--- src/rtl/uart_rx_typed_dechunker.sv ---
// uart_rx_typed_dechunker
//
// Strips the escape framing from a UART RX byte stream and collects each
// chunk's type byte and payload. A complete chunk is copied into the output
// registers and announced with a one-cycle is_chunk_ready strobe.
//
// Wire framing: 00 00 = literal 0x00, 00 01 = end of chunk, 00 T (T>=2) =
// start of a chunk of type T, any other byte = literal payload byte.
//
// Optional feature macro: DECHUNKER_ERROR_EN
//   defined   : is_chunk_error port exists. An overflowed chunk raises an
//               error instead of being delivered, and an aborted (restarted)
//               chunk raises an error.
//   undefined : no error port. Overflowed chunks are delivered truncated to
//               capacity, and restarts are silent.
//
// Ports:
//   CLK               clock, rising edge
//   RST               synchronous active-high reset
//   is_rx_done        strobe: rx_data holds a new byte
//   rx_data           received byte
//   is_chunk_ready    one-cycle strobe: chunk outputs updated
//   chunk_byte_size   payload byte count of the delivered chunk
//   chunk_bytes       payload, byte i at [8i+7:8i], unused bytes zero
//   chunk_type        type byte of the delivered chunk
//   is_dechunker_idle 1 while no chunk is open
//   is_chunk_error    (DECHUNKER_ERROR_EN only) one-cycle error strobe
module uart_rx_typed_dechunker #(
    parameter int CONTENT_BUFFER_BYTE_SIZE = 3,
    parameter int BUFFER_INDEX_SIZE        = 32
) (
    input  logic                                  CLK,
    input  logic                                  RST,
    input  logic                                  is_rx_done,
    input  logic [7:0]                            rx_data,
    output logic                                  is_chunk_ready,
    output logic [BUFFER_INDEX_SIZE-1:0]          chunk_byte_size,
    output logic [CONTENT_BUFFER_BYTE_SIZE*8-1:0] chunk_bytes,
    output logic [7:0]                            chunk_type,
    output logic                                  is_dechunker_idle
`ifdef DECHUNKER_ERROR_EN
    ,
    output logic                                  is_chunk_error
`endif
);

    localparam int BUF_W = CONTENT_BUFFER_BYTE_SIZE * 8;
    localparam logic [BUFFER_INDEX_SIZE-1:0] CAP = BUFFER_INDEX_SIZE'(CONTENT_BUFFER_BYTE_SIZE);

    typedef enum logic [1:0] {
        IDLE     = 2'd0,
        IDLE_ESC = 2'd1,
        BODY     = 2'd2,
        BODY_ESC = 2'd3
    } state_t;

    state_t                       state_q, state_d;
    logic [BUF_W-1:0]             buf_q, buf_d;
    logic [BUFFER_INDEX_SIZE-1:0] idx_q, idx_d;
    logic                         ovf_q, ovf_d;
    logic [7:0]                   type_q, type_d;
    logic [BUF_W-1:0]             out_bytes_d;
    logic [BUFFER_INDEX_SIZE-1:0] out_size_d;
    logic [7:0]                   out_type_d;
    logic                         ready_d;
    logic                         wr;
    logic                         eoc;
`ifdef DECHUNKER_ERROR_EN
    logic                         err_d;
`endif

    // Store one byte at the given index of the working buffer.
    function automatic logic [BUF_W-1:0] put_byte(input logic [BUF_W-1:0]             b,
                                                  input logic [BUFFER_INDEX_SIZE-1:0] idx,
                                                  input logic [7:0]                   d);
        logic [BUF_W-1:0] r;
        r = b;
        for (int i = 0; i < CONTENT_BUFFER_BYTE_SIZE; i++) begin
            if (idx == BUFFER_INDEX_SIZE'(i)) r[i*8 +: 8] = d;
        end
        return r;
    endfunction

    // The working buffer is never cleared between chunks, so stale bytes at
    // or beyond the write index must be zeroed on delivery.
    function automatic logic [BUF_W-1:0] mask_bytes(input logic [BUF_W-1:0]             b,
                                                    input logic [BUFFER_INDEX_SIZE-1:0] idx);
        logic [BUF_W-1:0] r;
        r = b;
        for (int i = 0; i < CONTENT_BUFFER_BYTE_SIZE; i++) begin
            if (BUFFER_INDEX_SIZE'(i) >= idx) r[i*8 +: 8] = 8'h00;
        end
        return r;
    endfunction

    always_comb begin
        state_d     = state_q;
        buf_d       = buf_q;
        idx_d       = idx_q;
        ovf_d       = ovf_q;
        type_d      = type_q;
        out_bytes_d = chunk_bytes;
        out_size_d  = chunk_byte_size;
        out_type_d  = chunk_type;
        ready_d     = 1'b0;
        wr          = 1'b0;
        eoc         = 1'b0;
`ifdef DECHUNKER_ERROR_EN
        err_d       = 1'b0;
`endif
        if (is_rx_done) begin
            unique case (state_q)
                IDLE: begin
                    if (rx_data == 8'h00) state_d = IDLE_ESC;
                end
                IDLE_ESC: begin
                    if (rx_data >= 8'h02) begin
                        type_d  = rx_data;
                        idx_d   = '0;
                        ovf_d   = 1'b0;
                        state_d = BODY;
                    end else begin
                        state_d = IDLE;
                    end
                end
                BODY: begin
                    if (rx_data == 8'h00) state_d = BODY_ESC;
                    else                  wr      = 1'b1;
                end
                BODY_ESC: begin
                    if (rx_data == 8'h00) begin
                        wr      = 1'b1;
                        state_d = BODY;
                    end else if (rx_data == 8'h01) begin
                        eoc     = 1'b1;
                        state_d = IDLE;
                    end else begin
                        // Restart: the open chunk is abandoned.
                        type_d  = rx_data;
                        idx_d   = '0;
                        ovf_d   = 1'b0;
                        state_d = BODY;
`ifdef DECHUNKER_ERROR_EN
                        err_d   = 1'b1;
`endif
                    end
                end
                default: state_d = IDLE;
            endcase
        end

        // Index saturates at capacity; extra bytes only set the sticky flag.
        if (wr) begin
            if (idx_q < CAP) begin
                buf_d = put_byte(buf_q, idx_q, rx_data);
                idx_d = idx_q + BUFFER_INDEX_SIZE'(1);
            end else begin
                ovf_d = 1'b1;
            end
        end

        if (eoc) begin
`ifdef DECHUNKER_ERROR_EN
            if (ovf_q) begin
                err_d = 1'b1;
            end else begin
                out_bytes_d = mask_bytes(buf_q, idx_q);
                out_size_d  = idx_q;
                out_type_d  = type_q;
                ready_d     = 1'b1;
            end
`else
            out_bytes_d = mask_bytes(buf_q, idx_q);
            out_size_d  = idx_q;
            out_type_d  = type_q;
            ready_d     = 1'b1;
`endif
        end
    end

    always_ff @(posedge CLK) begin
        if (RST) begin
            state_q         <= IDLE;
            buf_q           <= '0;
            idx_q           <= '0;
            ovf_q           <= 1'b0;
            type_q          <= '0;
            chunk_bytes     <= '0;
            chunk_byte_size <= '0;
            chunk_type      <= '0;
            is_chunk_ready  <= 1'b0;
`ifdef DECHUNKER_ERROR_EN
            is_chunk_error  <= 1'b0;
`endif
        end else begin
            state_q         <= state_d;
            buf_q           <= buf_d;
            idx_q           <= idx_d;
            ovf_q           <= ovf_d;
            type_q          <= type_d;
            chunk_bytes     <= out_bytes_d;
            chunk_byte_size <= out_size_d;
            chunk_type      <= out_type_d;
            is_chunk_ready  <= ready_d;
`ifdef DECHUNKER_ERROR_EN
            is_chunk_error  <= err_d;
`endif
        end
    end

    // A lone 0x00 seen outside a chunk does not open one.
    assign is_dechunker_idle = (state_q == IDLE) || (state_q == IDLE_ESC);

endmodule

--- config.mk ---
export PLATFORM = sky130hd
export DESIGN_NAME = uart_rx_typed_dechunker
export DESIGN_NICKNAME = d
export VERILOG_FILES = /design/src/rtl/uart_rx_typed_dechunker.sv
export SDC_FILE = /design/constraint.sdc
export NUM_CORES = 1
export LEC_CHECK = 0
export ABC_AREA = 1
export ABC_CLOCK_PERIOD_IN_PS = 3100
export CORE_MARGIN = 10
export CORE_UTILIZATION = 28
export DETAILED_ROUTE_END_ITERATION = 7
export GPL_ROUTABILITY_DRIVEN = 0
export SYNTH_ARGS = -nofsm -noshare
export SYNTH_HDL_FRONTEND = slang
export SYNTH_SLANG_ARGS = --single-unit
--- constraint.sdc ---
create_clock -name CLK -period 3.1 [get_ports CLK]
set_input_delay 0.62 -clock CLK [delete_from_list [all_inputs] [get_ports CLK]]
set_output_delay 0.62 -clock CLK [all_outputs]
set_load 0.05 [all_outputs]
==> results by stage, run 1 <==
Outcome:
- The flow ran to the end, and the final reports show no timing, DRC or antenna violations.

Clock network:
- For the worst-skew pair, the clock arrives at the later sink with an insertion delay of 420 ps.
- The TritonCTS clock tree is done.
- The clock-pin slew on the worst setup and hold paths is 60 ps.
- The H-tree generated during clock tree synthesis spans 4 levels.
- The master cell of the clock root buffer is clkbuf_16.
- The post-CTS setup-driven buffer insertion count is 0.
- Buffers inserted during clock tree synthesis total 17.
- The number of sinks handled by clock tree synthesis is between 100 and 150.
- The maximum number of buffers from clock root to sink is 2.
- After clock tree synthesis, the flow added hold-fix buffers numbering 0.
- Once the clock tree was built, the resizer swapped 0 gates to a different size.

Route:
- After detailed routing, the number of vias per cell comes to 4.31.
- The total iterations of the first detailed-routing run is 5.
- The overall via count from detail_route is between 3000 and 4000.
- The final antenna-violating net count is 0.
- After detailed routing, the total wire length is 11900 µm.
- The detail-routed net length per standard cell is 13.1 µm.
- The post-detailed-route DRC marker count is 0.
- The starting DRC count in detailed routing is 159.

Setup path:
- The worst setup path is launched from a register.
- The largest single stage delay on the critical path is 830 ps.
- The worst setup path is of the reg -> out kind.
- The family with the most delay on the worst path is buffers and inverters.
- The worst endpoint data arrival time is 1680 ps.
- Traced cell by cell, the critical path runs through inv_1, clkdlybuf4s50_1.
- In this run the worst path has a maximum fanout of 3.
- The endpoint required time on the critical path is 2480 ps.
- The endpoint kind of the worst setup timing path is an output pin.
- The slowest cell on the critical path is clkdlybuf4s50_1.
- The critical path contains buffers and inverters numbering 2 combined.

Power:
- The power density over cell area is 557 mW/mm².
- In this run the static leakage power is 2.55 nW.
- The worst supply voltage drop on vdd is 0.379 mV.
- The overall power after layout is 3.51 mW.

Synthesis:
- The commonest cells after synthesis are 132 x nor2_1, 131 x dfxtp_1, 65 x a21oi_1, 65 x o21ai_0, 63 x nand2_1.
- After synthesis, the cell types taking the most area are dfxtp_1 54%, nor2_1 10%, a21oi_1 6.7%, o21ai_0 6.7%, nand2_1 4.9%.
- After synthesis the cells add up to 0.00482 mm².
- Synthesis produced a netlist with a net count of 622.
- nor2_1 is the most common cell in the netlist.
- In this run the mean area of a mapped cell was 7.93 µm².
- The largest total area in the synthesized netlist belongs to dfxtp_1.
- In this run the biggest area consumer among cell types represents 54.4% of the synthesized area.
- The most instantiated flip-flop cell in the synthesis netlist is dfxtp_1.
- The number of instances in the synthesized netlist is 608.
- The unique cell type count in the Yosys netlist is 29.
- Of the synthesized area, sequential elements account for between 50% and 60%.
- After synthesis, the share of flip-flops with an asynchronous set or reset is 0%.
- Counting flops and latches in the post-synthesis netlist gives 131.
- The number of warnings printed during yosys synthesis is 0.
- Yosys mapped a number of flops with a built-in enable equal to 0.

Place:
- Detailed placement ended at an HPWL of slightly above 8000 µm.
- The number of port buffers is 76.
- The instance area at placement is between 0.005 and 0.006 mm².

Timing:
- Setup repair after global routing left no endpoint under its margin.
- The final-report hold violation count came to 0.
- The highest achievable clock rate is 0.434 GHz.
- The total setup violations reported at the end of the flow is 0.
- The max-slew violation total from the final report is 0.
- Summed over all failing endpoints, the final setup total negative slack is 0 ps.
- The worst path needs 2300 ps of the cycle, external delays included.
- The final cycle utilization of the critical path is approximately three quarters.
- In this run the tightest slew margin relative to its limit is ~63%.
- The actual transition at the worst max-transition pin is approximately 560 ps.
- The final setup skew is 9.14 ps.

Die:
- The placeable core region is 0.0167 mm².
- The x dimension of the die is 151 µm.
- The floorplan row count is between 40 and 50.
- The die outline area is about 0.023 mm².
- The die is roughly 150 µm tall.
- During I/O placement, the number of pins put on the boundary was 77.
- Once the floorplan was initialized, standard cells occupied 28.9% of the core.

Finish:
- 0 antenna diodes ended up in the layout.
- Relative to the synthesized area, the layout overhead comes to 30.8%.
- In the final layout, the share of cells above drive strength 1 is 7.51%.
- In the final design database the tool counted about 700 nets.
- The finished cells cover 0.00630 mm².

GRT:
- The number of antenna violations at the first check in global routing is 0.
- The number of global-route vias before repair is 3787.
- The total overflow left after global routing is 0.
- Global routing used 10.7% of the available tracks across all layers.
- The largest net degree at the start of global routing is 72.
- The first global-routing pass estimated 19100 µm of wire.

Hold path:
- The tightest min-delay check is of the reg -> reg type.

Job:
- The number of maximum-capacitance violations is 0.
[layout by cell type (no fill, tap or decap)]
master / instances
nor2_1: 132
dfxtp_1: 131
clkdlybuf4s50_1: 76
o21ai_0: 65
a21oi_1: 65
nand2_1: 63
inv_1: 58
nand3_1: 39
clkbuf_16: 17
buf_4: 7
nor2_4: 6
clkinv_2: 5
clkbuf_8: 4
inv_2: 3
ha_1: 3
a211oi_1: 2
nor3_1: 2
nor2_2: 1
nand2_4: 1
nor2_8: 1
o21bai_1: 1
nand3_4: 1
xor2_1: 1
nand2_2: 1
nand4_2: 1
nand3b_1: 1
nand3_2: 1
nor4_2: 1
clkinvlp_4: 1
clkbuf_1: 1
buf_12: 1
[path summary, 6_finish.rpt]
path | startpoint | end | slack [ps] | cells after the start
max | state_q[1] | is_dechunker_idle | 800 | 2
min | idx_q[4] | idx_q[4] | 450 | 2
max reg2reg | idx_q[0] | buf_q[16] | 1320 | 11
min reg2reg | idx_q[4] | idx_q[4] | 450 | 2
[through the flow]
stage          hold slack, ps  setup slack [ps]  util, %  std cells
3_3_place_gp              443               601     34.7        884
4_1_cts                   455               767     37.8        912
5_1_grt                   477               713     37.8        912
2_1_floorplan             430              1350        -        608
3_5_place_dp              447               637     34.7        884
6_report                  451               796     37.8        912
[state kept, by name, summed over array words and instances, names as in the netlist]
signal           flops
type_q               8
buf_q               24
chunk_type           8
idx_q               32
chunk_bytes         24
chunk_byte_size     32
is_chunk_ready       1
state_q              2
[power by group]
group / switching, mW / internal, mW / leakage [nW]
registers: 0.000200 / 1.69 / 1.05
logic: 0.0468 / 0.0222 / 1.23
clock network: 0.682 / 1.08 / 0.259
total: 0.729 / 2.79 / 2.55
[layout make-up]
type                    instances  area, µm²
multi-input cells             388       1830
inverters                      61        229
clock buffers                  22        484
fillers                      1770      10400
flip-flops and latches        131       2620
clock inverters                 6       32.5
repair buffers                 84        833
well taps                     220        275
[kinds of logic after synthesis]
kind of cell    count (synthesis)  share of synthesized area (%)
simple gates                  251                           23.0
compound gates                133                           14.0
buf+inv                        89                           7.68
fa+ha+maj                       3                          0.779
flops                         131                           54.4
xor+xnor                        1                          0.182
[worst min-delay path: cells and delay by family, from the launching register on]
family	cells	cell delay (ps)
buf+inv	1	60
flops	1	300
simple gates	1	40
[layer usage]
metal,global-route usage (%),routed length (µm)
met5,0,0
met4,3.32,129
met3,5.07,952
met2,15.8,5090
met1,13.5,5730
Note: power is estimated with default switching activity, not from simulation.
==> run 2: changes to the inputs <==
--- a/config.mk
+++ b/config.mk
@@ -6,7 +6,7 @@
 export NUM_CORES = 1
 export LEC_CHECK = 0
 export ABC_AREA = 1
-export ABC_CLOCK_PERIOD_IN_PS = 3100
+export ABC_CLOCK_PERIOD_IN_PS = 2000
 export CORE_MARGIN = 10
 export CORE_UTILIZATION = 28
 export DETAILED_ROUTE_END_ITERATION = 7
==> constraint.sdc (replaced) <==
create_clock -name CLK -period 2 [get_ports CLK]
set_input_delay 0.4 -clock CLK [delete_from_list [all_inputs] [get_ports CLK]]
set_output_delay 0.4 -clock CLK [all_outputs]
set_load 0.05 [all_outputs]
==> run 2 against run 1 <==
  * Critical path depth decreased by 1
  * Highest routed layer unchanged
  * Routed wire length increased by 0.61%
  * Sequential power increased by 54%
  * Clock power increased by 79%
  * Combinational power increased by 96%
  * Setup slack got worse by 760 ps
  * Non-clock buffer count increased by 19
  * Critical path type unchanged
  * Final cell count increased by 2.5%
  * Count of clock-buffer cells in the layout decreased by 2
  * Critical endpoint is now chunk_byte_size[26]
  * First-iteration DRC count increased by 42%
  * Largest power group unchanged
==> results by stage, run 2 (synthesized netlist as in run 1, its figures left out) <==
GRT:
- Summed over all layers, the global routing overflow is 0.
- The number of global-route vias before repair is 3857.
- The first global-routing pass estimated ~20000 µm of wire.
- The number of antenna violations at the first check in global routing is 0.
- The total global routing track utilization is 10.9%.
- The largest net degree at the start of global routing is 69.

Power:
- The leakage power figure is 3.13 nW.
- In this run the power density over the cells is between 800 and 900 mW/mm².
- Sequential cells burn 44.3% of the power.
- Internal power comes to between 4 and 5 mW.
- Summed over all nets, the switching power comes to approximately 1.2 mW.
- The worst supply voltage drop on vdd is 0.570 mV.
- Per report_power, the combinational group accounts for under 10% of the total.
- Net switching is a little over a fifth of the power.
- The clock group share of total power is 53.4%.

Timing:
- The final-report hold violation count is 0.
- The max-slew violation total from the final report is 0.
- Derived from the worst setup path, the maximum achievable clock frequency is ~0.51 GHz.
- Final hold analysis gives a worst-case slack of ~450 ps.
- The slack of the critical path is between 30 and 40 ps.
- Across the routed clock network, the largest skew measured is 5.87 ps.
- Setup violations remaining at the end of the flow were counted as 0.
- The headroom to the max-slew limit is 64.2%.
- The worst path needs just under 2000 ps of the cycle, external delays included.
- The final critical path takes up 98.2% of the cycle.
- Setup repair after global routing left no endpoint under its margin.
- The actual transition at the worst max-transition pin is 535 ps.

Clock network:
- The clock drives between 100 and 150 sinks.
- Clock-pin slew was measured on the worst setup and hold paths at 60 ps.
- The cell sitting at the root of the clock tree is a clkbuf_16.
- The TritonCTS clock tree is done.
- In this run the post-CTS setup repair buffer count came out at 0.
- Counting along the longest clock path gives a buffer depth of 2.
- In this run the number of H-tree levels came out at 4.
- The clock latency on the worst-skew pair is ~420 ps.
- Clock tree synthesis inserted a total of 17 buffers.

Finish:
- The library cell used most frequently in the layout, excluding fill and tap cells, is nor2_1.
- The largest registers in the layout are chunk_byte_size (32), idx_q (32).
- The count of inserted antenna diode cells is 0.
- In the layout the commonest cells are 132 x nor2_1, 131 x dfxtp_1, 65 x o21ai_0, 65 x a21oi_1, 63 x nand2_1.
- The area overhead of the layout relative to synthesis is 36.7%.
- The area of all placed cells without fillers is 0.00659 mm².
- The finished layout holds between 900 and 1000 standard cells, fillers aside.
- The count of nets after finishing is 716.
- The ratio of cells with drive above 1 in the final layout is between 10% and 20%.

Setup path:
- STA classifies the critical path endpoint as an output pin.
- The flop-to-flop setup slack is 250 ps.
- The endpoint required time on the critical path is approximately 1600 ps.
- The largest stage delay on the critical path is 830 ps.
- The number of cells on the worst reg-to-reg path is 8.
- The worst endpoint data arrival time is 1560 ps.
- The family with the most delay on the worst path is buffers and inverters.
- The number of buffers and inverters on the critical path is 1.
- The element type at the critical path start is a register.
- The endpoint identified for the worst register-to-register timing path is chunk_bytes[13].
- The signal on the critical path passes through clkdlybuf4s50_1.
- The setup path with the least slack is of type reg -> out.
- The highest fanout seen on the critical path is 2.
- The slowest cell on the critical path is clkdlybuf4s50_1.
- The worst register-to-register path begins at idx_q[24].

Job:
- The number of maximum-capacitance violations is 0.

Die:
- In this run the horizontal extent of the chip is approximately 150 µm.
- For this design the top-level I/O count stands at 77.
- The die covers 0.0229 mm².
- The placeable core region is 0.0167 mm².
- The y dimension of the die is about 150 µm.
- For this configuration, the core starts out at a cell density of between 20% and 30%.
- The floorplan has 47 rows.

Place:
- After detailed placement, the total cell area comes to 0.00594 mm².
- The half-perimeter wire length after placement is between 8000 and 9000 µm.
- The count of buffers added on input and output ports is 76.
- The number of instances in the placed design is 903.
- Prior to clock tree synthesis, the placed netlist has a worst setup slack of -102 ps.

Route:
- The overall via count from detail_route is 3978.
- In this run the remaining antenna-violating nets after routing total 0.
- The post-detailed-route DRC marker count is 0.
- Using the TritonRoute via totals, the vias-per-cell ratio works out to 4.25.
- For this block, the initial DRC count from the detailed router was 226.
- Summed over all layers, the routed wires come to 12000 µm.
- The pre-antenna-repair detailed-routing pass consisted of 4 iterations.
- Dividing the detail-routed wire length by the instance count gives between 10 and 15 µm.

Hold path:
- The worst hold path terminates at idx_q[22].
- The critical hold path startpoint is idx_q[22].
- Counting instances, the worst hold path has a depth of 2.
- The class of the tightest hold or removal check is reg -> reg.

Outcome:
- The run finished with clean final reports.
## run 2: cell types whose count changed in the layout (fill, tap and decap cells not counted)
cell,previous run,this run
buf_12,1,6
buf_4,7,42
bufinv_16,0,3
clkbuf_1,1,2
clkbuf_8,4,1
clkdlybuf4s50_1,76,32
clkinv_2,5,3
clkinv_4,0,4
dlygate4sd2_1,0,3
dlymetal6s2s_1,0,20
inv_6,0,1
## run 2: metal layers
layer  track usage (%)  vias up  part of all wire, %
met1              14.0     1745                   49
met4              4.19        0                  1.2
met5                 0        -                    0
met3              3.94        9                  6.4
li1                  -     2143                    -
met2              16.2       81                   43
## run 2: worst max-delay path by stage
stage	from	endpoint	slack, ps	cells after the start
6_report	chunk_byte_size[26]	chunk_byte_size[26]	40	1
5_1_grt	chunk_byte_size[21]	chunk_byte_size[21]	0.3	1
2_1_floorplan	state_q[1]	chunk_byte_size[16]	360	7
3_5_place_dp	rx_data[6]	buf_q[7]	-100	11
3_3_place_gp	rx_data[2]	buf_q[3]	-30	11
4_1_cts	chunk_byte_size[30]	chunk_byte_size[30]	0.4	1
## run 2: cell type report
cell class	instances	area, µm²
Fill cell	1708	10100
Sequential cell	131	2620
Multi-Input combinational cell	388	1830
Timing Repair Buffer	103	1030
Clock buffer	20	447
Tap cell	220	275
Inverter	61	229
Clock inverter	12	156
## run 2: repair_timing
action | in CTS | in global routing
cloned | 0 | 0
gates resized for setup | 3 | 20
endpoints found under the setup margin | 3 | 20
hold buffers | 0 | 0
pin swaps | 0 | 0
endpoints found under the hold margin | 0 | 0
## run 2: power by group through the flow
stage / Combinational, mW / Clock (mW) / Sequential (mW)
floorplan: 0.0548 / 0 / 2.67
global placement: 0.138 / 0 / 2.67
detailed placement: 0.138 / 0 / 2.67
CTS: 0.138 / 3.23 / 2.61
global route: 0.149 / 3.34 / 2.61
finish: 0.135 / 3.15 / 2.61
## run 2: stage by stage
| step | setup TNS [ps] | power [mW] | util [%] |
|---|---|---|---|
| final | 0 | 5.90 | 39.5 |
| after global routing | 0 | 6.09 | 39.5 |
| after CTS | 0 | 5.98 | 39.2 |
| after detailed placement | -2150 | 2.81 | 35.6 |
| after global placement | -563 | 2.81 | 35.6 |
| after floorplan | 0 | 2.72 | - |
